===== src/rtl/pipe_reg_pkg.sv =====
`default_nettype none
// ============================================================================
// Module   : pipe_reg_pkg
// Brief    : Shared constants for the generic MIPS inter-stage pipeline
//            register: depth limit, per-boundary bundle widths and the
//            per-edge priority encoding used by every slice.
// Revision : 1.0 - initial release
// ============================================================================
package pipe_reg_pkg;

    // Upper bound on the number of slices a single pipe_stage_reg may chain.
    localparam int unsigned MAX_DEPTH = 8;

    // Default bundle widths for the four classic MIPS boundaries.
    // IF/ID : PC+4, instruction word
    localparam int unsigned IF_ID_DATA_W  = 64;
    localparam int unsigned IF_ID_CTRL_W  = 1;
    // ID/EX : PC+4, rs data, rt data, sign-extended imm, rt, rd
    localparam int unsigned ID_EX_DATA_W  = 138;
    localparam int unsigned ID_EX_CTRL_W  = 9;
    // EX/MEM: branch target, zero flag, ALU result, store data, dest reg
    localparam int unsigned EX_MEM_DATA_W = 102;
    localparam int unsigned EX_MEM_CTRL_W = 5;
    // MEM/WB: load data, ALU result, dest reg
    localparam int unsigned MEM_WB_DATA_W = 69;
    localparam int unsigned MEM_WB_CTRL_W = 2;

    // Action taken by a slice at a clock edge, highest priority first.
    typedef enum logic [1:0] {
        PR_RESET = 2'd0,
        PR_FLUSH = 2'd1,
        PR_STALL = 2'd2,
        PR_SHIFT = 2'd3
    } pr_sel_e;

    // Resolve the hazard-unit controls into the single action for this edge.
    function automatic pr_sel_e pr_select(input logic reset,
                                          input logic flush,
                                          input logic stall);
        pr_sel_e sel;
        if (reset)      sel = PR_RESET;
        else if (flush) sel = PR_FLUSH;
        else if (stall) sel = PR_STALL;
        else            sel = PR_SHIFT;
        return sel;
    endfunction

endpackage
`default_nettype wire


===== src/rtl/pipe_stage_slice.sv =====
`default_nettype none
// ============================================================================
// Module   : pipe_stage_slice
// Brief    : One register slice of the pipeline register: a valid bit, an
//            opaque datapath bundle and a control bundle. Control is forced
//            to zero whenever the slice holds a bubble.
// Revision : 1.0 - initial release
// ============================================================================
module pipe_stage_slice
    import pipe_reg_pkg::*;
#(
    parameter int unsigned DATA_W = 96,
    parameter int unsigned CTRL_W = 8
) (
    input  logic              clk,
    input  logic              reset,
    input  logic              stall_i,
    input  logic              flush_i,
    input  logic              valid_i,
    input  logic [DATA_W-1:0] data_i,
    input  logic [CTRL_W-1:0] ctrl_i,
    output logic              valid_o,
    output logic [DATA_W-1:0] data_o,
    output logic [CTRL_W-1:0] ctrl_o
);

    pr_sel_e           w_sel;
    logic              w_valid_d;
    logic [DATA_W-1:0] w_data_d;
    logic [CTRL_W-1:0] w_ctrl_d;
    logic              r_valid_q;
    logic [DATA_W-1:0] r_data_q;
    logic [CTRL_W-1:0] r_ctrl_q;

    // Next-state selection: flush still advances data so the datapath keeps
    // moving, but marks the entry as a bubble with control squashed.
    always_comb begin
        w_sel     = pr_select(reset, flush_i, stall_i);
        w_valid_d = r_valid_q;
        w_data_d  = r_data_q;
        w_ctrl_d  = r_ctrl_q;
        case (w_sel)
            PR_RESET: begin
                w_valid_d = 1'b0;
                w_data_d  = '0;
                w_ctrl_d  = '0;
            end
            PR_FLUSH: begin
                w_valid_d = 1'b0;
                w_data_d  = data_i;
                w_ctrl_d  = '0;
            end
            PR_STALL: begin
                w_valid_d = r_valid_q;
                w_data_d  = r_data_q;
                w_ctrl_d  = r_ctrl_q;
            end
            PR_SHIFT: begin
                w_valid_d = valid_i;
                w_data_d  = data_i;
                w_ctrl_d  = ctrl_i & {CTRL_W{valid_i}};
            end
            default: begin
                w_valid_d = r_valid_q;
                w_data_d  = r_data_q;
                w_ctrl_d  = r_ctrl_q;
            end
        endcase
    end

    // Slice state register with synchronous reset.
    always_ff @(posedge clk) begin
        if (reset) begin
            r_valid_q <= 1'b0;
            r_data_q  <= '0;
            r_ctrl_q  <= '0;
        end else begin
            r_valid_q <= w_valid_d;
            r_data_q  <= w_data_d;
            r_ctrl_q  <= w_ctrl_d;
        end
    end

    assign valid_o = r_valid_q;
    assign data_o  = r_data_q;
    assign ctrl_o  = r_ctrl_q;

endmodule
`default_nettype wire


===== src/rtl/pipe_stage_reg.sv =====
`default_nettype none
// ============================================================================
// Module   : pipe_stage_reg
// Brief    : Parametrised inter-stage pipeline register. Chains DEPTH slices
//            (legal range 1..MAX_DEPTH) sharing one stall and one flush from
//            the hazard unit. All outputs come straight from flops.
//            Optional macro PIPE_REG_PERF_EN adds saturating stall/flush
//            cycle counters and their clear input.
// Revision : 1.0 - initial release
// ============================================================================
module pipe_stage_reg
    import pipe_reg_pkg::*;
#(
    parameter int unsigned DATA_W = 96,
    parameter int unsigned CTRL_W = 8,
    parameter int unsigned DEPTH  = 1,
    parameter int unsigned CNT_W  = 32
) (
    input  logic              clk,
    input  logic              reset,
    input  logic              stall_in,
    input  logic              flush_in,
    input  logic              valid_in,
    input  logic [DATA_W-1:0] data_in,
    input  logic [CTRL_W-1:0] ctrl_in,
`ifdef PIPE_REG_PERF_EN
    input  logic              perf_clr_in,
    output logic [CNT_W-1:0]  stall_cnt,
    output logic [CNT_W-1:0]  flush_cnt,
`endif
    output logic              valid_out,
    output logic [DATA_W-1:0] data_out,
    output logic [CTRL_W-1:0] ctrl_out
);

    // Chain taps: index 0 is the stage input, index k is slice k-1 output.
    logic              w_valid [0:DEPTH];
    logic [DATA_W-1:0] w_data  [0:DEPTH];
    logic [CTRL_W-1:0] w_ctrl  [0:DEPTH];

    assign w_valid[0] = valid_in;
    assign w_data[0]  = data_in;
    assign w_ctrl[0]  = ctrl_in;

    for (genvar k = 0; k < DEPTH; k++) begin : g_slice
        pipe_stage_slice #(
            .DATA_W (DATA_W),
            .CTRL_W (CTRL_W)
        ) u_slice (
            .clk     (clk),
            .reset   (reset),
            .stall_i (stall_in),
            .flush_i (flush_in),
            .valid_i (w_valid[k]),
            .data_i  (w_data[k]),
            .ctrl_i  (w_ctrl[k]),
            .valid_o (w_valid[k+1]),
            .data_o  (w_data[k+1]),
            .ctrl_o  (w_ctrl[k+1])
        );
    end

    assign valid_out = w_valid[DEPTH];
    assign data_out  = w_data[DEPTH];
    assign ctrl_out  = w_ctrl[DEPTH];

`ifdef PIPE_REG_PERF_EN
    localparam logic [CNT_W-1:0] CNT_MAX = '1;

    pr_sel_e          w_cnt_sel;
    logic [CNT_W-1:0] w_stall_cnt_d;
    logic [CNT_W-1:0] w_flush_cnt_d;
    logic [CNT_W-1:0] r_stall_cnt_q;
    logic [CNT_W-1:0] r_flush_cnt_q;

    // Counters follow the same edge action the slices take; clear beats
    // increment and both stop at all-ones instead of wrapping.
    always_comb begin
        w_cnt_sel     = pr_select(reset, flush_in, stall_in);
        w_stall_cnt_d = r_stall_cnt_q;
        w_flush_cnt_d = r_flush_cnt_q;
        if (perf_clr_in) begin
            w_stall_cnt_d = '0;
            w_flush_cnt_d = '0;
        end else begin
            if (w_cnt_sel == PR_STALL && r_stall_cnt_q != CNT_MAX)
                w_stall_cnt_d = r_stall_cnt_q + CNT_W'(1);
            if (w_cnt_sel == PR_FLUSH && r_flush_cnt_q != CNT_MAX)
                w_flush_cnt_d = r_flush_cnt_q + CNT_W'(1);
        end
    end

    // Counter registers with synchronous reset.
    always_ff @(posedge clk) begin
        if (reset) begin
            r_stall_cnt_q <= '0;
            r_flush_cnt_q <= '0;
        end else begin
            r_stall_cnt_q <= w_stall_cnt_d;
            r_flush_cnt_q <= w_flush_cnt_d;
        end
    end

    assign stall_cnt = r_stall_cnt_q;
    assign flush_cnt = r_flush_cnt_q;
`else
    // Counter width only matters when the counters are built.
    if (CNT_W > 0) begin : g_no_perf
    end
`endif

endmodule
`default_nettype wire


===== config.mk =====
export PLATFORM = sky130hd
export DESIGN_NAME = pipe_stage_reg
export DESIGN_NICKNAME = d
export VERILOG_FILES = /design/src/rtl/pipe_reg_pkg.sv /design/src/rtl/pipe_stage_slice.sv /design/src/rtl/pipe_stage_reg.sv
export SDC_FILE = /design/constraint.sdc
export NUM_CORES = 1
export LEC_CHECK = 0
export CAP_MARGIN = 30
export CORE_MARGIN = 4
export CORE_UTILIZATION = 40
export DETAILED_ROUTE_END_ITERATION = 7
export PLACE_DENSITY = 0.94
export SYNTH_ARGS = -nofsm -noshare
export SYNTH_HDL_FRONTEND = slang
export SYNTH_SLANG_ARGS = --single-unit

===== constraint.sdc =====
create_clock -name clk -period 2.19 [get_ports clk]
set_clock_uncertainty 0.2 [all_clocks]
set_input_delay 0.219 -clock clk [delete_from_list [all_inputs] [get_ports clk]]
set_output_delay 0.219 -clock clk [all_outputs]
set_load 0.005 [all_outputs]

# Yosys cells after proc, flatten, opt, wreduce, memory -nomap -nowiden
# Cells that the tools add are included.
[word_totals] ff_bits=105 input_bits=109 elab_cells=16
[op_classes] eq_ne=3 n_mux=6 bitwise_logic=1 reduce_logical=3
[op_table] operator="$pmux W96 S2" n=1
[op_table] operator="$pmux W8 S2" n=1
[op_table] operator="$and A8 B8 Y8" n=1
[op_table] operator="$eq A2 B2 Y1 const B" n=2
[op_table] operator="$mux W2" n=2
[op_table] operator="$reduce_or A2 Y1" n=2
[op_table] operator="$eq A2 B1 Y1 const B" n=1
[op_table] operator="$logic_not A2 Y1" n=1
[op_table] operator="$pmux W1 S2" n=1
[op_table] operator="$mux W1" n=1

# Logic depth before layout (Yosys ltp)
[depth] word_depth=6 depth_mapped=6 ltp_nobuf=3

# Worst setup path after synthesis
# OpenSTA, ideal clock, no wires.
[synth_timing] path_type="input port to flip-flop" start="input reset" end="register g_slice[0].u_slice.r_data_q[51]" t_arrival_ns=0.950 required_ns=1.858 path_slack_ns=0.908 stages=4 path_buffers=3 cell_sequence="buf_2 clkbuf_1 clkbuf_1 a21oi_1"
[synth_between] elab_chain_len=4 word_cells_on_any_way=7 classes_between="3 x eq/ne; 2 x mux; 2 x reduce/logical"
[synth_lines] element="start, declared" line="pipe_stage_reg.sv:20" source="input logic reset,"
[synth_lines] element="$mux W2" line="pipe_reg_pkg.sv:41" source="if (reset) sel = PR_RESET;"
[synth_lines] element="$eq A2 B1 Y1 or $eq A2 B2 Y1 (tied branches)" line="pipe_stage_slice.sv:42" source="case (w_sel)"
[synth_lines] element="$reduce_or A2 Y1 (no source line)"
[synth_lines] element="$pmux W96 S2" line="pipe_stage_slice.sv:42"
[synth_lines] element="end signal, assigned" line="pipe_stage_slice.sv:79" source="r_data_q <= w_data_d;"
[synth_lines] element="end, declared" line="pipe_stage_slice.sv:32" source="logic [DATA_W-1:0] r_data_q;"
# Several ways; a longest one is shown, not always the timed one.
# A chain may end at the register's enable or synchronous reset.

# Final worst setup path
[layout_timing] start="register g_slice[0].u_slice.r_ctrl_q[2]" end="output ctrl_out[2]"
[layout_lines] element="start, declared" line="pipe_stage_slice.sv:33" source="logic [CTRL_W-1:0] r_ctrl_q;"
[layout_lines] element="start signal, assigned" line="pipe_stage_slice.sv:80" source="r_ctrl_q <= w_ctrl_d;"
[layout_lines] element="end, declared" line="pipe_stage_reg.sv:33" source="output logic [CTRL_W-1:0] ctrl_out"
# No word-level cell between the ends.

==> impl_metrics.env <==
export IMPL_crit_required_ps=1770
export IMPL_path_class="reg2out"
export IMPL_ys_seq_area_frac=0.575
export IMPL_leakage_nw=2.36
export IMPL_total_power_mw=4.01
export IMPL_grt_pass1_vias=3822
export IMPL_overflow=0
export IMPL_clock_path_buffers=2
export IMPL_hold_violations=0
export IMPL_syn_inst=458
export IMPL_relSlewSlack=0.658
export IMPL_cts_sinks=105
export IMPL_crit_family="buffers and inverters"
export IMPL_p_per_area_nw_per_um2=663
export IMPL_worst_setup_path_end_kind="primary output"
export IMPL_max_cap_violations=0
export IMPL_h_tree_depth=3
export IMPL_antenna_found_initial=0
export IMPL_cp_cell_sequence="clkdlybuf4s50_1"
export IMPL_nNetsFinal=762
export IMPL_min_from="reset"
export IMPL_die_area_um2=10700
export IMPL_place_gp_congestion=0.799
export IMPL_synthToLayoutAreaGrowth_pct=65.7
export IMPL_peakVddDrop_uv=370
export IMPL_synth_cell_type_count=13
export IMPL_clkPwrFrac=0.310
export IMPL_synth_area_per_cell_um2=7.98
export IMPL_core_area_um2=8810
export IMPL_detail_route_antenna_nets=0
export IMPL_drive_above_1_share=0.0366
export IMPL_layout_cells_non_filler=763
export IMPL_layout_setup_ws_ps=546
export IMPL_holdPathStages=2
export IMPL_rsz0062_at_grt="false"
export IMPL_r2r_end="g_slice[0].u_slice.ctrl_o[6]"
export IMPL_path_max_fanout=2
export IMPL_p_switching_uw=901
export IMPL_setup_violations_final=0
export IMPL_cts_root_buf="clkbuf_8"
export IMPL_drc=0
export IMPL_viasPerCell=4.90
export IMPL_ys_seq_elements=105
export IMPL_die_h_um=104
export IMPL_placed_cells=750
export IMPL_r2r_slack_ps=1320
export IMPL_die_x_um=104
export IMPL_io_pins=214
export IMPL_switching_share=0.225
export IMPL_synthesis_nets=567
export IMPL_crit_buf_inv=1
export IMPL_grt_max_degree=58
export IMPL_initialDrtViolationCount=191
export IMPL_syn_area_um2=3650
export IMPL_dp_slack_ps=386
export IMPL_rr_worst_depth=2
export IMPL_numCtsBuffers=9
export IMPL_start_util=0.415
export IMPL_clkTransAtPathRegs_ps=90
export IMPL_fin_crit_sh=0.751
export IMPL_cts_setup_buffers=0
export IMPL_placed_area_um2=5850
export IMPL_port_buffers=213
export IMPL_tns_ps=0
export IMPL_wire_per_inst_um=15.0
export IMPL_worstPathArrival_ps=1230
export IMPL_p_int_mw=3.11
export IMPL_hold_end="g_slice[0].u_slice.data_o[41]"
export IMPL_ctsResizeCount=0
export IMPL_rows=34
export IMPL_cp_start_kind="register"
export IMPL_slew_viol_final=0
export IMPL_routed_via_count=3740
export IMPL_grtUsageTotal=0.208
export IMPL_hold_path_class="in2reg"
export IMPL_whs_ps=156
export IMPL_first_pass_iters=5
export IMPL_holdBufCountCts=0
export IMPL_crit_path_max_incr_delay_ps=550
export IMPL_clk_latency_ps=330
export IMPL_grt_pass1_wl_um=18400
export IMPL_crit_slowest_cell="clkdlybuf4s50_1"
export IMPL_post_route_min_period_ps=1640
export IMPL_place_hpwl_um=8580
export IMPL_status="complete, no violations"
export IMPL_n_antenna_cell=0
export IMPL_yosys_warnings=0
export IMPL_combPwrFrac=0.172
export IMPL_post_route_cell_area_um2=6050
export IMPL_totalWireLength_um=11400
export IMPL_r2r_start="g_slice[0].u_slice.ctrl_o[6]"
export IMPL_max_clock_freq_ghz=0.608
export IMPL_cts_tree="built"
export IMPL_p_seq_frac=0.518
export IMPL_worst_slew_pin_slew_ps=513
export IMPL_post_route_util=0.688
[placed cells by master (no fill, tap or decap)]
master and count:
nor2b_4 1, nor2_1 2, nand2b_2 1, a21oi_1 104, nor2b_1 1, buf_2 1
bufinv_16 2, nand2_1 199, clkbuf_8 10, clkdlybuf4s50_1 212, a22oi_1 1, clkinvlp_4 1
dfxtp_1 105, or2_2 1, nand3b_1 7, buf_4 2, buf_12 5
[routing by layer]
layer / wire length [µm] / up-vias / GRT usage
met3: 1050 / 20 / 0.0734
met1: 4300 / 1711 / 0.225
met5: 0 / - / 0
met4: 244 / 0 / 0.0703
li1: - / 1847 / -
met2: 5810 / 162 / 0.377
[power groups by stage]
stage | sequential [mW] | clock [mW] | combinational, mW
2_1_floorplan | 2.13 | 0 | 0.206
3_3_place_gp | 2.12 | 0 | 0.674
3_5_place_dp | 2.12 | 0 | 0.693
4_1_cts | 2.08 | 1.29 | 0.696
5_1_grt | 2.09 | 1.36 | 0.749
6_report | 2.08 | 1.25 | 0.690
[worst max-delay path by stage]
stage	slack (ps)	cells past startpoint	startpoint	endpoint
final	550	1	g_slice[0].u_slice.ctrl_o[2]	ctrl_out[2]
after global routing	470	1	g_slice[0].u_slice.data_o[30]	data_out[30]
after CTS	520	1	g_slice[0].u_slice.data_o[45]	data_out[45]
after detailed placement	390	5	stall_in	g_slice[0].u_slice.data_o[30]
after global placement	500	5	stall_in	g_slice[0].u_slice.data_o[53]
after floorplan	910	4	reset	g_slice[0].u_slice.data_o[51]
[flip-flops by register name (all words and copies together), names as in the netlist]
signal,cells
g_slice.u_slice.data_o,96
g_slice.u_slice.ctrl_o,8
g_slice.u_slice.valid_o,1
[cells in the mapped netlist]
| master | number | area [µm²] |
|---|---|---|
| nand2_1 | 199 | 747 |
| dfxtp_1 | 105 | 2100 |
| a21oi_1 | 104 | 521 |
| clkbuf_1 | 18 | 67.6 |
| buf_2 | 12 | 60.1 |
| nand3b_1 | 7 | 52.6 |
| buf_6 | 5 | 56.3 |
| nor2_1 | 2 | 7.51 |
| nor2b_1 | 2 | 12.5 |
| a22oi_1 | 1 | 7.51 |
| buf_4 | 1 | 7.51 |
| nand2b_1 | 1 | 6.26 |
| or2_2 | 1 | 6.26 |
[cell type report]
type,instances,area [µm²]
Clock buffer,10,138
Timing Repair Buffer,220,2240
Tap cell,108,135
Clock inverter,3,67.6
Sequential cell,105,2100
Multi-Input combinational cell,317,1370
Fill cell,706,2750
[cells by family (layout without fill, tap and decap cells)]
group	Yosys count	in the layout	synth area share
simple gates	212	212	0.228
flops	105	105	0.575
compound gates	105	105	0.145
buf+inv	36	233	0.0524
Note: power is estimated with default switching activity, not from simulation.
